### config.mk
export PLATFORM = sky130hd
export DESIGN_NAME = rf_uart_dump
export DESIGN_NICKNAME = d
export VERILOG_FILES = /design/src/rtl/rf_dump_pkg.sv /design/src/rtl/uart_tx_byte.sv /design/src/rtl/rf_uart_dump.sv
export SDC_FILE = /design/constraint.sdc
export NUM_CORES = 1
export LEC_CHECK = 0
export ABC_AREA = 0
export BUFFER_PORTS_ARGS = -buffer_cell sky130_fd_sc_hd__buf_4
export CORE_ASPECT_RATIO = 2
export CORE_MARGIN = 2
export CORE_UTILIZATION = 53
export CTS_BUF_LIST = sky130_fd_sc_hd__clkbuf_8
export DETAILED_ROUTE_END_ITERATION = 10
export PLACE_DENSITY = 0.76
export SLEW_MARGIN = 5
export SYNTH_ARGS = -nofsm -noshare
export SYNTH_HDL_FRONTEND = slang
export SYNTH_SLANG_ARGS = --single-unit
### constraint.sdc
create_clock -name clock -period 6.42 [get_ports clock]
set_input_delay 0.642 -clock clock [delete_from_list [all_inputs] [get_ports clock]]
set_output_delay 0.642 -clock clock [all_outputs]
set_load 0.02 [all_outputs]
### src/rtl/rf_dump_pkg.sv
// Shared constants for the register-file UART dump: state codes, frame geometry, default header
// and the snapshot byte selector (big-endian, RF1 first).
package rf_dump_pkg;

  typedef logic [2:0] state_t;

  localparam state_t ST_IDLE  = 3'd0;
  localparam state_t ST_START = 3'd1;
  localparam state_t ST_DATA  = 3'd2;
  localparam state_t ST_STOP  = 3'd3;
  localparam state_t ST_DONE  = 3'd4;

  localparam int FRAME_BYTES = 42;
  localparam int DATA_BYTES  = 40;
  localparam int NUM_REGS    = 10;

  localparam logic [7:0] DEFAULT_HEADER = 8'hA5;

  // Frame byte idx (1..DATA_BYTES) out of the flattened snapshot; header/checksum slots read as 0.
  function automatic logic [7:0] snap_byte(input logic [NUM_REGS*32-1:0] snap,
                                           input logic [5:0]             idx);
    logic [8:0]             sh;
    logic [NUM_REGS*32-1:0] shifted;
    snap_byte = 8'h00;
    if (idx >= 6'd1 && int'(idx) <= DATA_BYTES) begin
      sh        = 9'((DATA_BYTES - int'(idx)) * 8);
      shifted   = snap >> sh;
      snap_byte = shifted[7:0];
    end
  endfunction

endpackage

### src/rtl/uart_tx_byte.sv
// 8N1 byte serialiser: a load while o_ready starts the start bit on the next cycle; o_ready is also
// high in the last stop-bit cycle so a load there chains bytes with no idle gap.
module uart_tx_byte
  import rf_dump_pkg::*;
#(
  parameter int CLKS_PER_BIT = 868
) (
  input  logic       i_clk,
  input  logic       i_rst,
  input  logic       i_load,
  input  logic [7:0] i_data,
  output logic       o_ready,
  output logic       o_byte_done,
  output logic       o_tx
);

  localparam int             BW       = $clog2(CLKS_PER_BIT);
  localparam logic [BW-1:0]  BAUD_MAX = BW'(CLKS_PER_BIT - 1);

  state_t        r_state;
  logic [BW-1:0] r_baud;
  logic [2:0]    r_bit_idx;
  logic [7:0]    r_shift;

  logic w_bit_end;
  logic w_stop_end;

  assign w_bit_end   = (r_baud == BAUD_MAX);
  assign w_stop_end  = (r_state == ST_STOP) && w_bit_end;
  assign o_ready     = (r_state == ST_IDLE) || w_stop_end;
  assign o_byte_done = w_stop_end;

  always_ff @(posedge i_clk) begin
    if (i_rst) begin
      r_state   <= ST_IDLE;
      r_baud    <= '0;
      r_bit_idx <= '0;
      r_shift   <= '0;
    end else begin
      if (r_state != ST_IDLE) begin
        r_baud <= w_bit_end ? '0 : r_baud + BW'(1);
      end
      case (r_state)
        ST_IDLE: begin
          if (i_load) begin
            r_state   <= ST_START;
            r_shift   <= i_data;
            r_baud    <= '0;
            r_bit_idx <= '0;
          end
        end
        ST_START: begin
          if (w_bit_end) begin
            r_state   <= ST_DATA;
            r_bit_idx <= '0;
          end
        end
        ST_DATA: begin
          if (w_bit_end) begin
            r_bit_idx <= r_bit_idx + 3'd1;
            if (r_bit_idx == 3'd7) r_state <= ST_STOP;
          end
        end
        ST_STOP: begin
          if (w_bit_end) begin
            if (i_load) begin
              r_state <= ST_START;
              r_shift <= i_data;
            end else begin
              r_state <= ST_IDLE;
            end
          end
        end
        default: r_state <= ST_IDLE;
      endcase
    end
  end

  always_comb begin
    o_tx = 1'b1;
    case (r_state)
      ST_START: o_tx = 1'b0;
      ST_DATA:  o_tx = r_shift[r_bit_idx];
      default:  o_tx = 1'b1;
    endcase
  end

endmodule

### src/rtl/rf_uart_dump.sv
// Snapshots RF1..RF10 on start and streams a 42-byte 8N1 frame (header, 40 data bytes, XOR checksum).
// uart_tx/busy move one cycle after the accepting edge; start is ignored unless idle, never queued.
module rf_uart_dump
  import rf_dump_pkg::*;
#(
  parameter int         CLKS_PER_BIT = 868,
  parameter logic [7:0] HEADER_BYTE  = DEFAULT_HEADER
) (
  input  logic        clock,
  input  logic        reset,
  input  logic        start,
  input  logic [31:0] RF1,
  input  logic [31:0] RF2,
  input  logic [31:0] RF3,
  input  logic [31:0] RF4,
  input  logic [31:0] RF5,
  input  logic [31:0] RF6,
  input  logic [31:0] RF7,
  input  logic [31:0] RF8,
  input  logic [31:0] RF9,
  input  logic [31:0] RF10,
  output logic        uart_tx,
  output logic        busy,
  output logic        done
);

  localparam logic [5:0] LAST_IDX = 6'(FRAME_BYTES - 1);

  // ST_DATA here means "frame in flight"; bit-level phases live in the serialiser.
  state_t                 r_state;
  logic [NUM_REGS*32-1:0] r_snap;
  logic [5:0]             r_byte_idx;
  logic [7:0]             r_csum;

  logic       w_tx_ready;
  logic       w_byte_done;
  logic       w_accept;
  logic       w_last;
  logic       w_load;
  logic [7:0] w_cur_byte;
  logic [7:0] w_csum_fold;
  logic [5:0] w_next_idx;
  logic [7:0] w_next_byte;

  assign w_accept    = start && (r_state == ST_IDLE) && w_tx_ready;
  assign w_last      = (r_byte_idx == LAST_IDX);
  assign w_cur_byte  = snap_byte(r_snap, r_byte_idx);
  assign w_csum_fold = r_csum ^ w_cur_byte;
  assign w_next_idx  = w_accept ? 6'd0 : r_byte_idx + 6'd1;
  assign w_load      = w_accept || ((r_state == ST_DATA) && w_byte_done && !w_last);

  // Checksum byte already includes the data byte whose stop bit is ending this cycle.
  always_comb begin
    w_next_byte = snap_byte(r_snap, w_next_idx);
    if (w_next_idx == 6'd0)          w_next_byte = HEADER_BYTE;
    else if (w_next_idx == LAST_IDX) w_next_byte = w_csum_fold;
  end

  always_ff @(posedge clock) begin
    if (reset) begin
      r_state    <= ST_IDLE;
      r_snap     <= '0;
      r_byte_idx <= '0;
      r_csum     <= '0;
    end else begin
      case (r_state)
        ST_IDLE: begin
          if (w_accept) begin
            r_snap     <= {RF1, RF2, RF3, RF4, RF5, RF6, RF7, RF8, RF9, RF10};
            r_byte_idx <= '0;
            r_csum     <= '0;
            r_state    <= ST_DATA;
          end
        end
        ST_DATA: begin
          if (w_byte_done) begin
            r_csum <= w_csum_fold;
            if (w_last) r_state    <= ST_DONE;
            else        r_byte_idx <= r_byte_idx + 6'd1;
          end
        end
        ST_DONE: r_state <= ST_IDLE;
        default: r_state <= ST_IDLE;
      endcase
    end
  end

  uart_tx_byte #(
    .CLKS_PER_BIT(CLKS_PER_BIT)
  ) u_tx (
    .i_clk       (clock),
    .i_rst       (reset),
    .i_load      (w_load),
    .i_data      (w_next_byte),
    .o_ready     (w_tx_ready),
    .o_byte_done (w_byte_done),
    .o_tx        (uart_tx)
  );

  assign busy = (r_state == ST_DATA);
  assign done = (r_state == ST_DONE);

endmodule

# After elaboration in Yosys (flattened, before gate mapping)

Cells that the tools add are included.

Register bits: 361
Bits in latches: 0
Bits in writable memories: 0
Bits in read-only memories: 0
Output and inout port bits: 3
Word-level logic and storage cells: 100
Memories kept: 0

Add/sub/neg operators: 5
Multiply operators: 0
Div/mod/pow operators: 0
Order comparisons: 5
Equality and inequality tests: 18
Shifts and indexed selects: 2
Mux-type cells: 37
Bitwise logic cells: 1
Reductions and logical operators: 24

Operators by type and width:

| cell                                                              | count |
|---|---|
| right shift 320 x 9 -> 8 bit                                      | 2 |
| two-way mux 8 bit                                                 | 8 |
| two-way mux 10 bit                                                | 4 |
| two-way mux 3 bit                                                 | 11 |
| case mux 8 bit (2 select lines)                                   | 2 |
| two-way mux 6 bit                                                 | 4 |
| != test 2 x 1 -> 1 bit, second input constant                     | 7 |
| == test 6 bit, second input constant                              | 2 |
| greater-or-equal comparator 6 x 1 -> 1 bit, second input constant | 2 |
| <= comparator 6 bit, second input constant                        | 2 |
| case mux 3 bit (4 select lines)                                   | 1 |
| case mux 6 bit (2 select lines)                                   | 1 |
| subtractor 6 bit, first input constant                            | 2 |
| adder 10 x 1 -> 10 bit, second input constant                     | 1 |
| == test 10 bit, second input constant                             | 1 |
| == test 3 x 2 -> 1 bit, second input constant                     | 3 |
| case mux 3 bit (3 select lines)                                   | 1 |
| AND reduction 4 bit                                               | 2 |
| XOR 8 bit                                                         | 1 |
| logical AND 1 bit                                                 | 7 |
| adder 6 x 1 -> 6 bit, second input constant                       | 1 |
| == test 3 bit, second input constant                              | 2 |
| logical NOT 3 bit                                                 | 2 |
| logical NOT 6 bit                                                 | 1 |
| other kinds (15)                                                  | 22 |

# Logic depth before layout (Yosys ltp)

Gate-level depths: netlist of run 1.

Word-level depth: 13
Gate-level depth with buffers: 22
Depth with buffers taken out: 13

# By module

From an unflattened synthesis of run 1, not the netlist that was laid out.

Cell total of the unflattened synthesis: 2168
Area total of the unflattened synthesis: 18948.2 um^2

Modules (own cells, without submodules):

| module       | times used | cells each | area each (um^2) | sequential area each (um^2) |
|---|---|---|---|---|
| rf_uart_dump | 1          | 2020       | 17591.9          | 6726.5 |
| uart_tx_byte | 1          | 148        | 1356.3           | 460.4 |

# Worst setup path before layout of run 1

Ideal clock, no wire load.

Kind: register to register
From: register r_byte_idx[0]
To: register u_tx.r_shift[5]
Setup time: 0.091 ns
Arrival time: 5.061 ns
Data required time: 6.329 ns
Slack: 1.268 ns
Cell stages (with the launch flop): 22
Path buffers: 12
Period minus slack after synthesis: 5.152 ns
Cells stage by stage: dfxtp_1 > buf_2 > buf_6 > buf_6 > inv_2 > buf_2 > ha_1 > buf_2 > buf_2 > buf_2 > clkbuf_1 > clkbuf_1 > nand2_1 > ha_1 > clkbuf_1 > clkbuf_1 > clkbuf_1 > mux4_2 > nand2_1 > a211oi_1 > o211ai_1 > a311oi_1

Longest elaborated chain between the ends: 10
Elaborated cells on any way between the ends: 26
Classes of those cells: add/sub (3); order compare (4); eq/ne (2); shift (2); mux (8); bitwise (1); reduce/logical (6)

RTL lines:

| what                                                              | RTL line                               | text |
|---|---|---|
| start, declared                                                   | rf_uart_dump.sv:32                     | `logic [5:0] r_byte_idx;` |
| start signal, assigned                                            | rf_uart_dump.sv:79                     | `else r_byte_idx <= r_byte_idx + 6'd1;` |
| adder 6 x 1 -> 6 bit                                              | rf_uart_dump.sv:49                     | `assign w_next_idx = w_accept ? 6'd0 : r_byte_idx + 6'd1;` |
| two-way mux 6 bit                                                 | rf_uart_dump.sv:49                     |  |
| subtractor 6 bit, or another cell as far along                    | rf_dump_pkg.sv:26                      | `sh = 9'((DATA_BYTES - int'(idx)) * 8);` |
| right shift 320 x 9 -> 8 bit or logical AND 1 bit (tied branches) | rf_dump_pkg.sv:27, rf_dump_pkg.sv:25   |  |
| two-way mux 8 bit                                                 | rf_dump_pkg.sv:25                      | `if (idx >= 6'd1 && int'(idx) <= DATA_BYTES) begin` |
| two-way mux 8 bit                                                 | rf_uart_dump.sv:56                     | `else if (w_next_idx == LAST_IDX) w_next_byte = w_csum_fold;` |
| two-way mux 8 bit                                                 | rf_uart_dump.sv:55                     | `if (w_next_idx == 6'd0) w_next_byte = HEADER_BYTE;` |
| two-way mux 8 bit (*)                                             | uart_tx_byte.sv:45, uart_tx_byte.sv:66 |  |
| two-way mux 8 bit                                                 | uart_tx_byte.sv:65                     | `if (w_bit_end) begin` |
| case mux 8 bit (2 select lines) (*)                               | uart_tx_byte.sv:43                     | `case (r_state)` |
| end signal, assigned                                              | uart_tx_byte.sv:47                     | `r_shift <= i_data;` |
| end signal, assigned                                              | uart_tx_byte.sv:68                     | `r_shift <= i_data;` |
| end, declared                                                     | uart_tx_byte.sv:23                     | `logic [7:0] r_shift;` |

Mark *: on every way between the ends. The rest lies on a longest branch, timed or not. The select of a mux whose other input is x is not followed.
A chain may end at the register's enable or synchronous reset.

# Worst setup path after layout of run 1

From: register r_byte_idx[0]
To: register u_tx.r_shift[0]

The elaborated chain is that of the path after synthesis.

==> results of run 1 <==
## flip-flops by register name (all words and copies together) (netlist names)
register and count:
u_tx.r_shift 8, r_byte_idx 6, u_tx.r_state 2, u_tx.r_bit_idx 3
r_csum 8, r_state 2, u_tx.r_baud 10, r_snap 320
## cells in the mapped netlist (4+ instances only)
| library cell | n |
|---|---|
| nand3b_1 | 5 |
| buf_4 | 7 |
| a21boi_0 | 7 |
| o22ai_1 | 8 |
| buf_1 | 5 |
| a21o_1 | 8 |
| a211oi_1 | 8 |
| buf_2 | 24 |
| or3_1 | 6 |
| dfxtp_1 | 359 |
| a31oi_1 | 7 |
| xor2_1 | 5 |
| inv_1 | 9 |
| or2_2 | 5 |
| a2bb2oi_1 | 6 |
| ha_1 | 13 |
| or4_1 | 10 |
| o211ai_1 | 5 |
| mux2i_1 | 34 |
| nand3_1 | 22 |
| xnor2_1 | 10 |
| a21oi_1 | 363 |
| a2111oi_0 | 7 |
| mux4_2 | 160 |
| nand4_1 | 7 |
| nor2b_1 | 15 |
| nand2b_1 | 7 |
| a22oi_1 | 10 |
| and3_1 | 7 |
| nor3_1 | 24 |
| o21ai_0 | 26 |
| buf_6 | 4 |
| clkbuf_1 | 140 |
| mux2_2 | 13 |
| nand2_1 | 717 |
| nor2_1 | 53 |
| a211o_1 | 5 |
| o21ai_1 | 6 |
| and2_1 | 4 |
| a311oi_1 | 6 |
## cells by family after synthesis
| logic type | synth area share [%] |
|---|---|
| and+or+nand+nor | 19.67 |
| AOI/OAI and AO/OA | 14.79 |
| DFF | 37.95 |
| muxes | 21.72 |
| buffers and inverters | 4.222 |
| xor gates and xnor gates | 0.7797 |
| adders and majority gates | 0.8590 |
## worst max-delay path: cells and delay by family (launching register included)
kind                       cells  cell delay [ps]
buffers and inverters          2              670
and+or+nand+nor                3             1600
adders and majority gates      2              930
AOI/OAI and AO/OA              3              660
DFF                            1              910
## routing by layer
layer / vias up / share of wire (%) / GRT usage, %
met5: - / 0 / 0
met2: 941 / 50 / 55.24
met3: 198 / 7.6 / 4.762
met1: 8424 / 37 / 41.16
li1: 8167 / - / -
met4: 0 / 6.1 / 18.26
## metrics by stage
stage	std cells	total power, mW	utilization (%)
4_1_cts	2893	7.318	63.63
3_5_place_dp	2805	5.365	60.51
2_1_floorplan	2186	4.548	-
3_3_place_gp	2805	5.317	60.51
5_1_grt	2894	7.665	63.63
6_report	2894	7.323	63.63
## path summary, 6_finish.rpt
kind / cells past startpoint / startpoint / slack (ps) / endpoint
worst max-delay path: 10 / r_byte_idx[0] / 1470 / u_tx.r_shift[0]
worst min register to register: 2 / r_snap[56] / 470 / r_snap[56]
worst min-delay path: 3 / RF3[29] / 280 / r_snap[253]
worst max register to register: 10 / r_byte_idx[0] / 1470 / u_tx.r_shift[0]
## area by class of cell
| class | instances | area, um^2 |
|---|---|---|
| repair buffers | 349 | 2653 |
| inverters | 10 | 37.54 |
| well taps | 450 | 563.0 |
| fillers | 3049 | 12890 |
| flip-flops and latches | 359 | 7191 |
| multi-input cells | 1637 | 11000 |
| diodes | 1 | 2.502 |
| clock buffers | 64 | 880.8 |
| clock inverters | 24 | 224.0 |
## power by group
part           total, mW  switching [mW]  internal (mW)  leakage (nW)
clock network       1.97           0.910           1.06         0.597
logic               2.45            1.44           1.01          5.00
registers           2.90           0.317           2.59          2.94
total               7.32            2.67           4.66          8.54
==> results.sh, run 1 <==
export IMPL_yosysTopAreaCell="dfxtp_1"
export IMPL_post_dp_cell_area_mm2=0.02144
export IMPL_grt_pass1_vias=16970
export IMPL_startpoint_type="flip-flop"
export IMPL_synth_top_cell_area_share_pct=37.95
export IMPL_clock_sinks=359
export IMPL_yosys_register_bits=359
export IMPL_grt_usage_pct=33.26
export IMPL_hp_class="in2reg"
export IMPL_ant_nets=0
export IMPL_cts_tree="yes"
export IMPL_synth_fp_nets=2522
export IMPL_clock_path_buffers=3
export IMPL_ir_drop_uv=382.3
export IMPL_maxCapViolCount=0
export IMPL_hpwl_mm=45.36
export IMPL_start_util_pct=53.44
export IMPL_hold_ws_ps=280.3
export IMPL_htreeDepth=2
export IMPL_layout_common_cells="nand2_1, a21oi_1, dfxtp_1"
export IMPL_dr_first_iter_drc_count=1564
export IMPL_clock_latency_ps=610
export IMPL_slew_limit_headroom_pct=25.21
export IMPL_critical_path_class="reg2reg"
export IMPL_dieHeight_um=271.3
export IMPL_gp_congestion=0.9966
export IMPL_worst_slack_ps=1468
export IMPL_worst_ep_required_time_ps=6930
export IMPL_synth_edff_count=0
export IMPL_cts_repair_resized=0
export IMPL_hold_viol=0
export IMPL_arrival_ps=5460
export IMPL_syn_area_mm2=0.01894
export IMPL_grt_max_degree=161
export IMPL_rows=98
export IMPL_synthArstFlopShare_pct=0
export IMPL_grt_ovfl_total=0
export IMPL_path_cells="inv_2 > ha_4 > nand2_1 > ha_1 > or4_1 > nand2_1 > buf_4 > o21ai_0 > a221o_1 > a211oi_1"
export IMPL_fin_crit_sh_pct=77.13
export IMPL_synth_seq_area_share_pct=37.95
export IMPL_worstSetupEndpointType="flip-flop"
export IMPL_nets=2742
export IMPL_finalSetupTns_ps=0
export IMPL_first_pass_iters=6
export IMPL_syn_to_final_growth_pct=19.08
export IMPL_cts_buffers=49
export IMPL_setup_viol=0
export IMPL_syn_avg_cell_area_um2=8.662
export IMPL_synthFlopType="dfxtp_1"
export IMPL_max_clock_freq_ghz=0.2020
export IMPL_grt_pass1_wl_mm=95.43
export IMPL_routed_wirelength_mm=62.62
export IMPL_synth_area_leaders="dfxtp_1, mux4_2, nand2_1, a21oi_1, clkbuf_1"
export IMPL_drive_above_1_share_pct=25.30
export IMPL_cpMostUsedCell="nand2_1"
export IMPL_period_needed_ps=4952
export IMPL_routedWlPerCell_um=21.64
export IMPL_slowest_stage="dfxtp_4"
export IMPL_rsz0062_at_grt="no"
export IMPL_clk_pin_slew_ps=70
export IMPL_finClkSkew_ps=20.57
export IMPL_cp_max_fo=46
export IMPL_grt_antenna_before_repair=1
export IMPL_power_density_mw_per_mm2=324.8
export IMPL_core_area_mm2=0.03544
export IMPL_stdcell_area_mm2=0.02255
export IMPL_mostFrequentLayoutCell="nand2_1"
export IMPL_ys_warn_count=0
export IMPL_outcome="finished, final reports clean"
export IMPL_drc=0
export IMPL_post_cts_buffers=0
export IMPL_drv_slew=0
export IMPL_synth_cell_types=70
export IMPL_syn_inst=2186
export IMPL_vias=17730
export IMPL_pre_cts_ws_ps=1416
export IMPL_via_per_inst=6.126
export IMPL_cts_root_buf="clkbuf_8"
export IMPL_dieArea_mm2=0.03735
export IMPL_io_pins=326
export IMPL_cts_hold_buf=0
export IMPL_p_leak_nw=8.536
export IMPL_slowest_delay_ps=910
export IMPL_worst_slew_pin_slew_ps=1119
export IMPL_die_w_um=137.7
export IMPL_portBuffers=325
Power figures use the tool's default switching activity.
==> run 2, diff against run 1 <==
==> constraint.sdc (replaced) <==
create_clock -name clock -period 4.7 [get_ports clock]
set_input_delay 0.47 -clock clock [delete_from_list [all_inputs] [get_ports clock]]
set_output_delay 0.47 -clock clock [all_outputs]
set_load 0.02 [all_outputs]
==> results.sh, run 2 (synthesized netlist as in run 1, its figures left out) <==
export IMPL_cts_hold_buf=0
export IMPL_vias=17580
export IMPL_cts_buffers=51
export IMPL_crit_family="simple AND/OR/NAND/NOR gates"
export IMPL_htreeDepth=2
export IMPL_grt_pass1_wl_mm=92.77
export IMPL_post_cts_buffers=0
export IMPL_dieArea_mm2=0.03735
export IMPL_maxCapViolCount=0
export IMPL_drive_above_1_share_pct=25.80
export IMPL_startpoint_type="flip-flop"
export IMPL_start_util_pct=53.44
export IMPL_routedWlPerCell_um=20.73
export IMPL_largest_reg_flops=320
export IMPL_cts_repair_resized=0
export IMPL_syn_to_final_growth_pct=20.34
export IMPL_power_density_mw_per_mm2=445.3
export IMPL_routed_wl_met2_mm=29.50
export IMPL_drc=0
export IMPL_clk_pin_slew_ps=80
export IMPL_dr_first_iter_drc_count=1631
export IMPL_wl_met3_mm=4.127
export IMPL_finClkSkew_ps=13.29
export IMPL_wl_met1_mm=23.28
export IMPL_cp_max_fo=13
export IMPL_worst_slew_pin_slew_ps=1274
export IMPL_critPathBufInv=2
export IMPL_post_dp_cell_area_mm2=0.02160
export IMPL_cts_root_buf="clkbuf_8"
export IMPL_hold_viol=0
export IMPL_fin_crit_sh_pct=83.64
export IMPL_finalNonFillerCells=2912
export IMPL_hold_ws_ps=105.2
export IMPL_rows=98
export IMPL_die_w_um=137.7
export IMPL_grt_ovfl_total=0
export IMPL_multiInputGateArea_mm2=0.01100
export IMPL_grt_usage_pct=32.02
export IMPL_slowest_stage="or3_1"
export IMPL_slew_limit_headroom_pct=15.08
export IMPL_nets=2755
export IMPL_mostFrequentLayoutCell="nand2_1"
export IMPL_fillCellCount=3027
export IMPL_top_layer_used="met4"
export IMPL_hp_class="in2reg"
export IMPL_ant_nets=0
export IMPL_slowest_delay_ps=390
export IMPL_stdcell_area_mm2=0.02279
export IMPL_drv_slew=0
export IMPL_period_needed_ps=3931
export IMPL_layout_common_cells="nand2_1, a21oi_1, dfxtp_1"
export IMPL_path_cells="inv_1 > ha_1 > buf_4 > and2_1 > nor2_4 > nand2_1 > ha_1 > and2_1 > or3_1 > nand4b_1 > o22ai_1 > or3_1 > a221o_1 > a211oi_1"
export IMPL_cts_tree="yes"
export IMPL_p_leak_nw=8.668
export IMPL_holdPathStages=3
export IMPL_arrival_ps=4450
export IMPL_routed_wirelength_mm=60.36
export IMPL_worstSetupEndpointType="flip-flop"
export IMPL_rsz0062_at_grt="no"
export IMPL_via_per_inst=6.035
export IMPL_finalSetupTns_ps=0
export IMPL_gp_congestion=0.9419
export IMPL_clock_latency_ps=610
export IMPL_grt_max_degree=232
export IMPL_reg2reg_depth=14
export IMPL_first_pass_iters=5
export IMPL_regArea_mm2=0.007191
export IMPL_grt_antenna_before_repair=1
export IMPL_worst_ep_required_time_ps=5220
export IMPL_ir_drop_uv=500.1
export IMPL_crit_cells=14
export IMPL_dieHeight_um=271.3
export IMPL_critical_path_class="reg2reg"
export IMPL_core_area_mm2=0.03544
export IMPL_max_clock_freq_ghz=0.2544
export IMPL_largest_registers="r_snap: 320 flops, u_tx.r_baud: 10 flops"
export IMPL_clock_path_buffers=3
export IMPL_clock_sinks=359
export IMPL_outcome="finished, final reports clean"
export IMPL_io_pins=326
export IMPL_placed_cells=2816
export IMPL_setup_viol=0
export IMPL_portBuffers=325
export IMPL_hpwl_mm=43.17
export IMPL_regMostFlops="r_snap"
export IMPL_grt_pass1_vias=16880
==> run 2: cell types whose count changed in the layout (fill, tap and decap cells not counted), sizes merged <==
| cell | previous run | this run |
|---|---|---|
| clkinvlp | 3 | 2 |
| inv | 20 | 21 |
| bufinv | 4 | 6 |
| clkinv | 7 | 12 |
| buf | 349 | 360 |
==> run 2: worst min-delay path: stages <==
cell and delay [ps]:
buf_4 110, nand2_1 40, a21oi_1 50
==> run 2: layout make-up <==
type                    instances  share of cell area [%]
diodes                          1                 0.01098
well taps                     450                   2.471
repair buffers                360                   12.33
flip-flops and latches        359                   31.55
inverters                      10                  0.1647
clock buffers                  64                   3.865
clock inverters                31                   1.340
multi-input cells            1637                   48.26
==> run 2: through the flow <==
step	worst slack, ps	total power, mW	util, %
finish	769.0	10.15	64.31
global route	566.6	10.64	64.31
CTS	819.8	10.15	64.30
detailed placement	700.8	7.324	60.95
global placement	833.2	7.257	60.95
floorplan	64.79	6.215	-
==> run 2: path summary, 6_finish.rpt <==
kind / start / endpoint / slack [ps]
max: u_tx.r_state[0] / u_tx.r_shift[0] / 770
min: RF2[18] / r_snap[274] / 110
max reg2reg: u_tx.r_state[0] / u_tx.r_shift[0] / 770
min reg2reg: r_snap[253] / r_snap[253] / 470
==> run 2: per-layer routing <==
metal | vias to the layer above | global-route usage (%)
met5 | - | 0
met4 | 0 | 17.12
met3 | 171 | 4.407
met2 | 845 | 51.49
met1 | 8356 | 41.53
li1 | 8203 | -
==> run 2: where the power goes <==
| group | switching, mW | leakage, nW | internal (mW) |
|---|---|---|---|
| sequential | 0.421 | 2.94 | 3.53 |
| clock | 1.26 | 0.650 | 1.57 |
| combinational | 1.95 | 5.08 | 1.41 |
| total | 3.63 | 8.67 | 6.52 |
==> run 3, diff against run 2 <==
--- a/config.mk
+++ b/config.mk
@@ -5,7 +5,7 @@
 export SDC_FILE = /design/constraint.sdc
 export NUM_CORES = 1
 export LEC_CHECK = 0
-export ABC_AREA = 0
+export ABC_AREA = 1
 export BUFFER_PORTS_ARGS = -buffer_cell sky130_fd_sc_hd__buf_4
 export CORE_ASPECT_RATIO = 2
 export CORE_MARGIN = 2
==> constraint.sdc (replaced) <==
create_clock -name clock -period 3.8 [get_ports clock]
set_input_delay 0.38 -clock clock [delete_from_list [all_inputs] [get_ports clock]]
set_output_delay 0.38 -clock clock [all_outputs]
set_load 0.02 [all_outputs]
==> results.sh, run 3 <==
export IMPL_syn_to_final_growth_pct=17.41
export IMPL_worst_slew_pin_slew_ps=1075
export IMPL_path_cells="ha_1 > nand2_1 > nor2_1 > nand4_2 > nand2_2 > nand2_8 > nand2_1 > ha_1 > inv_1 > nor2_1 > inv_1 > nand3_1 > nand2_4 > nor2_4 > nand3_1 > nand2_1 > inv_1 > nand2_1 > nand2_1 > nand2_1 > nand2_1 > nand2_1 > a21oi_2"
export IMPL_drive_above_1_share_pct=14.64
export IMPL_htreeDepth=2
export IMPL_finalNonFillerCells=3661
export IMPL_routed_wirelength_mm=72.17
export IMPL_grt_antenna_before_repair=5
export IMPL_finClkSkew_ps=27.08
export IMPL_cts_tree="yes"
export IMPL_dieArea_mm2=0.03858
export IMPL_r2r_slack_ps=300
export IMPL_hp_class="in2reg"
export IMPL_cpMostUsedCell="nand2_1"
export IMPL_grt_pass1_wl_mm=109.5
export IMPL_synth_edff_count=0
export IMPL_synth_most_common_cell="o21ai_0"
export IMPL_gp_congestion=0.9966
export IMPL_yosys_register_bits=359
export IMPL_worst_hold_path_endpoint="r_snap[150]"
export IMPL_regArea_mm2=0.007191
export IMPL_grt_usage_pct=35.82
export IMPL_power_density_mw_per_mm2=706.1
export IMPL_post_cts_buffers=0
export IMPL_syn_avg_cell_area_um2=6.527
export IMPL_largest_registers="r_snap: 320 flops, u_tx.r_baud: 10 flops"
export IMPL_drv_slew=0
export IMPL_syn_inst=2999
export IMPL_slowest_delay_ps=370
export IMPL_cts_buffers=51
export IMPL_portBuffers=325
export IMPL_reg2reg_depth=23
export IMPL_ir_drop_uv=748.4
export IMPL_r2r_start="u_tx.r_baud[0]"
export IMPL_crit_family="simple AND/OR/NAND/NOR gates"
export IMPL_arrival_ps=3980
export IMPL_start_util_pct=53.75
export IMPL_io_pins=326
export IMPL_cp_max_fo=13
export IMPL_fillCellCount=3448
export IMPL_max_clock_freq_ghz=0.2860
export IMPL_critical_path_class="reg2reg"
export IMPL_synthFlopType="dfxtp_1"
export IMPL_synth_seq_area_share_pct=36.71
export IMPL_syn_area_mm2=0.01958
export IMPL_yosysTopAreaCell="dfxtp_1"
export IMPL_nets=3510
export IMPL_min_from="RF6[22]"
export IMPL_clk_pin_slew_ps=70
export IMPL_holdPathStages=3
export IMPL_dr_first_iter_drc_count=2078
export IMPL_synth_area_leaders="dfxtp_1, o21ai_0, a21oi_1, nor2_1, nand2_1"
export IMPL_maxCapViolCount=0
export IMPL_fin_crit_sh_pct=92.02
export IMPL_clock_path_buffers=3
export IMPL_setup_viol=0
export IMPL_synth_fp_nets=3335
export IMPL_dieHeight_um=275.8
export IMPL_mostFrequentLayoutCell="o21ai_0"
export IMPL_via_per_inst=5.923
export IMPL_startpoint_type="flip-flop"
export IMPL_synthArstFlopShare_pct=0
export IMPL_hpwl_mm=51.63
export IMPL_first_pass_iters=6
export IMPL_die_w_um=139.9
export IMPL_finalSetupTns_ps=0
export IMPL_multiInputGateArea_mm2=0.01045
export IMPL_clock_sinks=359
export IMPL_post_dp_cell_area_mm2=0.02195
export IMPL_regMostFlops="r_snap"
export IMPL_grt_max_degree=251
export IMPL_ys_warn_count=0
export IMPL_critPathBufInv=3
export IMPL_period_needed_ps=3497
export IMPL_worst_ep_required_time_ps=4280
export IMPL_synth_top_cell_area_share_pct=36.71
export IMPL_core_area_mm2=0.03642
export IMPL_cts_root_buf="clkbuf_8"
export IMPL_worstSetupEndpointType="flip-flop"
export IMPL_largest_reg_flops=320
export IMPL_ant_nets=0
export IMPL_stdcell_area_mm2=0.02298
export IMPL_layout_common_cells="o21ai_0, nor2_1, nand2_1"
export IMPL_slowest_stage="dfxtp_1"
export IMPL_drc=0
export IMPL_p_leak_nw=9.463
export IMPL_clock_latency_ps=620
export IMPL_grt_ovfl_total=0
export IMPL_ys_top_cells_by_count="o21ai_0, nor2_1, nand2_1"
export IMPL_slew_limit_headroom_pct=28.32
export IMPL_timing_rr_end="u_tx.r_shift[4]"
export IMPL_hold_ws_ps=24.33
export IMPL_outcome="finished, final reports clean"
export IMPL_hold_viol=0
export IMPL_synth_cell_types=51
export IMPL_vias=21680
export IMPL_routedWlPerCell_um=19.71
export IMPL_rows=99
export IMPL_placed_cells=3570
export IMPL_rsz0062_at_grt="no"
export IMPL_grt_pass1_vias=20490
## run 3: changes by cell type after synthesis, moves of 13 or more
cell / previous run / this run
mux2_2: 13 / 0
buf_2: 24 / 63
buf_4: 7 / 21
mux2i_1: 34 / 1
mux4_2: 160 / 0
nand3_1: 22 / 269
nand2_1: 717 / 368
o211ai_1: 5 / 52
nor3_1: 24 / 4
nor2b_1: 15 / 0
o21ai_0: 26 / 597
nor2_1: 53 / 418
inv_1: 9 / 220
## run 3: routing by layer
metal | GRT usage, % | routed length, um
met5 | 0 | 13
met4 | 28.29 | 6635
met3 | 3.956 | 4341
met2 | 64.60 | 36770
met1 | 37.64 | 24410
## run 3: logic make-up after synthesis
kind of cell / synth area share (%)
fa+ha+maj: 0.8310
compound gates: 28.36
mux: 0.05114
flops: 36.71
simple gates: 23.08
xor+xnor: 0.7351
buf+inv: 10.23
## run 3: what timing repair did
action                     in CTS  in global routing
resized for setup               0                  0
hold buffers                    5                  0
hold endpoints to repair        5                  0
setup endpoints to repair       0                  1
## run 3: worst reg2reg max path, cell delays in order, from the launching register on
cell	delay [ps]
dfxtp_1	370
ha_1	200
nand2_1	60
nor2_1	170
nand4_2	200
nand2_2	160
nand2_8	120
nand2_1	200
ha_1	190
inv_1	60
nor2_1	220
inv_1	70
nand3_1	120
nand2_4	120
nor2_4	350
nand3_1	260
nand2_1	130
inv_1	40
nand2_1	60
nand2_1	50
nand2_1	60
nand2_1	50
nand2_1	70
a21oi_2	50
## run 3: how the worst max path moves through the flow
stage                      endpoint  cells after the start           start
finish              u_tx.r_shift[4]                     23  u_tx.r_baud[0]
global route        u_tx.r_shift[4]                     23  u_tx.r_baud[0]
CTS                 u_tx.r_shift[4]                     23  u_tx.r_baud[0]
detailed placement  u_tx.r_shift[4]                     23  u_tx.r_baud[0]
global placement    u_tx.r_shift[4]                     23  u_tx.r_baud[0]
floorplan           u_tx.r_shift[5]                     23   r_byte_idx[0]
## run 3: stage by stage
stage,power [mW],setup slack [ps],utilization (%)
2_1_floorplan,10.64,5.578,-
3_3_place_gp,12.95,351.7,60.27
3_5_place_dp,13.09,275.2,60.27
4_1_cts,16.12,260.5,63.08
5_1_grt,17.30,19.02,63.11
6_report,16.23,303.4,63.11
## run 3: power breakdown
| group | leakage (nW) | switching (mW) | total, mW | internal (mW) |
|---|---|---|---|---|
| registers | 2.96 | 0.671 | 5.45 | 4.78 |
| logic | 5.94 | 5.34 | 7.76 | 2.41 |
| clock network | 0.563 | 1.47 | 3.02 | 1.56 |
## run 3: cell type report
class                   count  area share, %
clock inverters            18         0.4137
well taps                 454          2.472
flip-flops and latches    359          31.29
multi-input cells        2164          45.45
inverters                 235          3.882
diodes                      4        0.04355
clock buffers              64          3.833
repair buffers            363          12.62
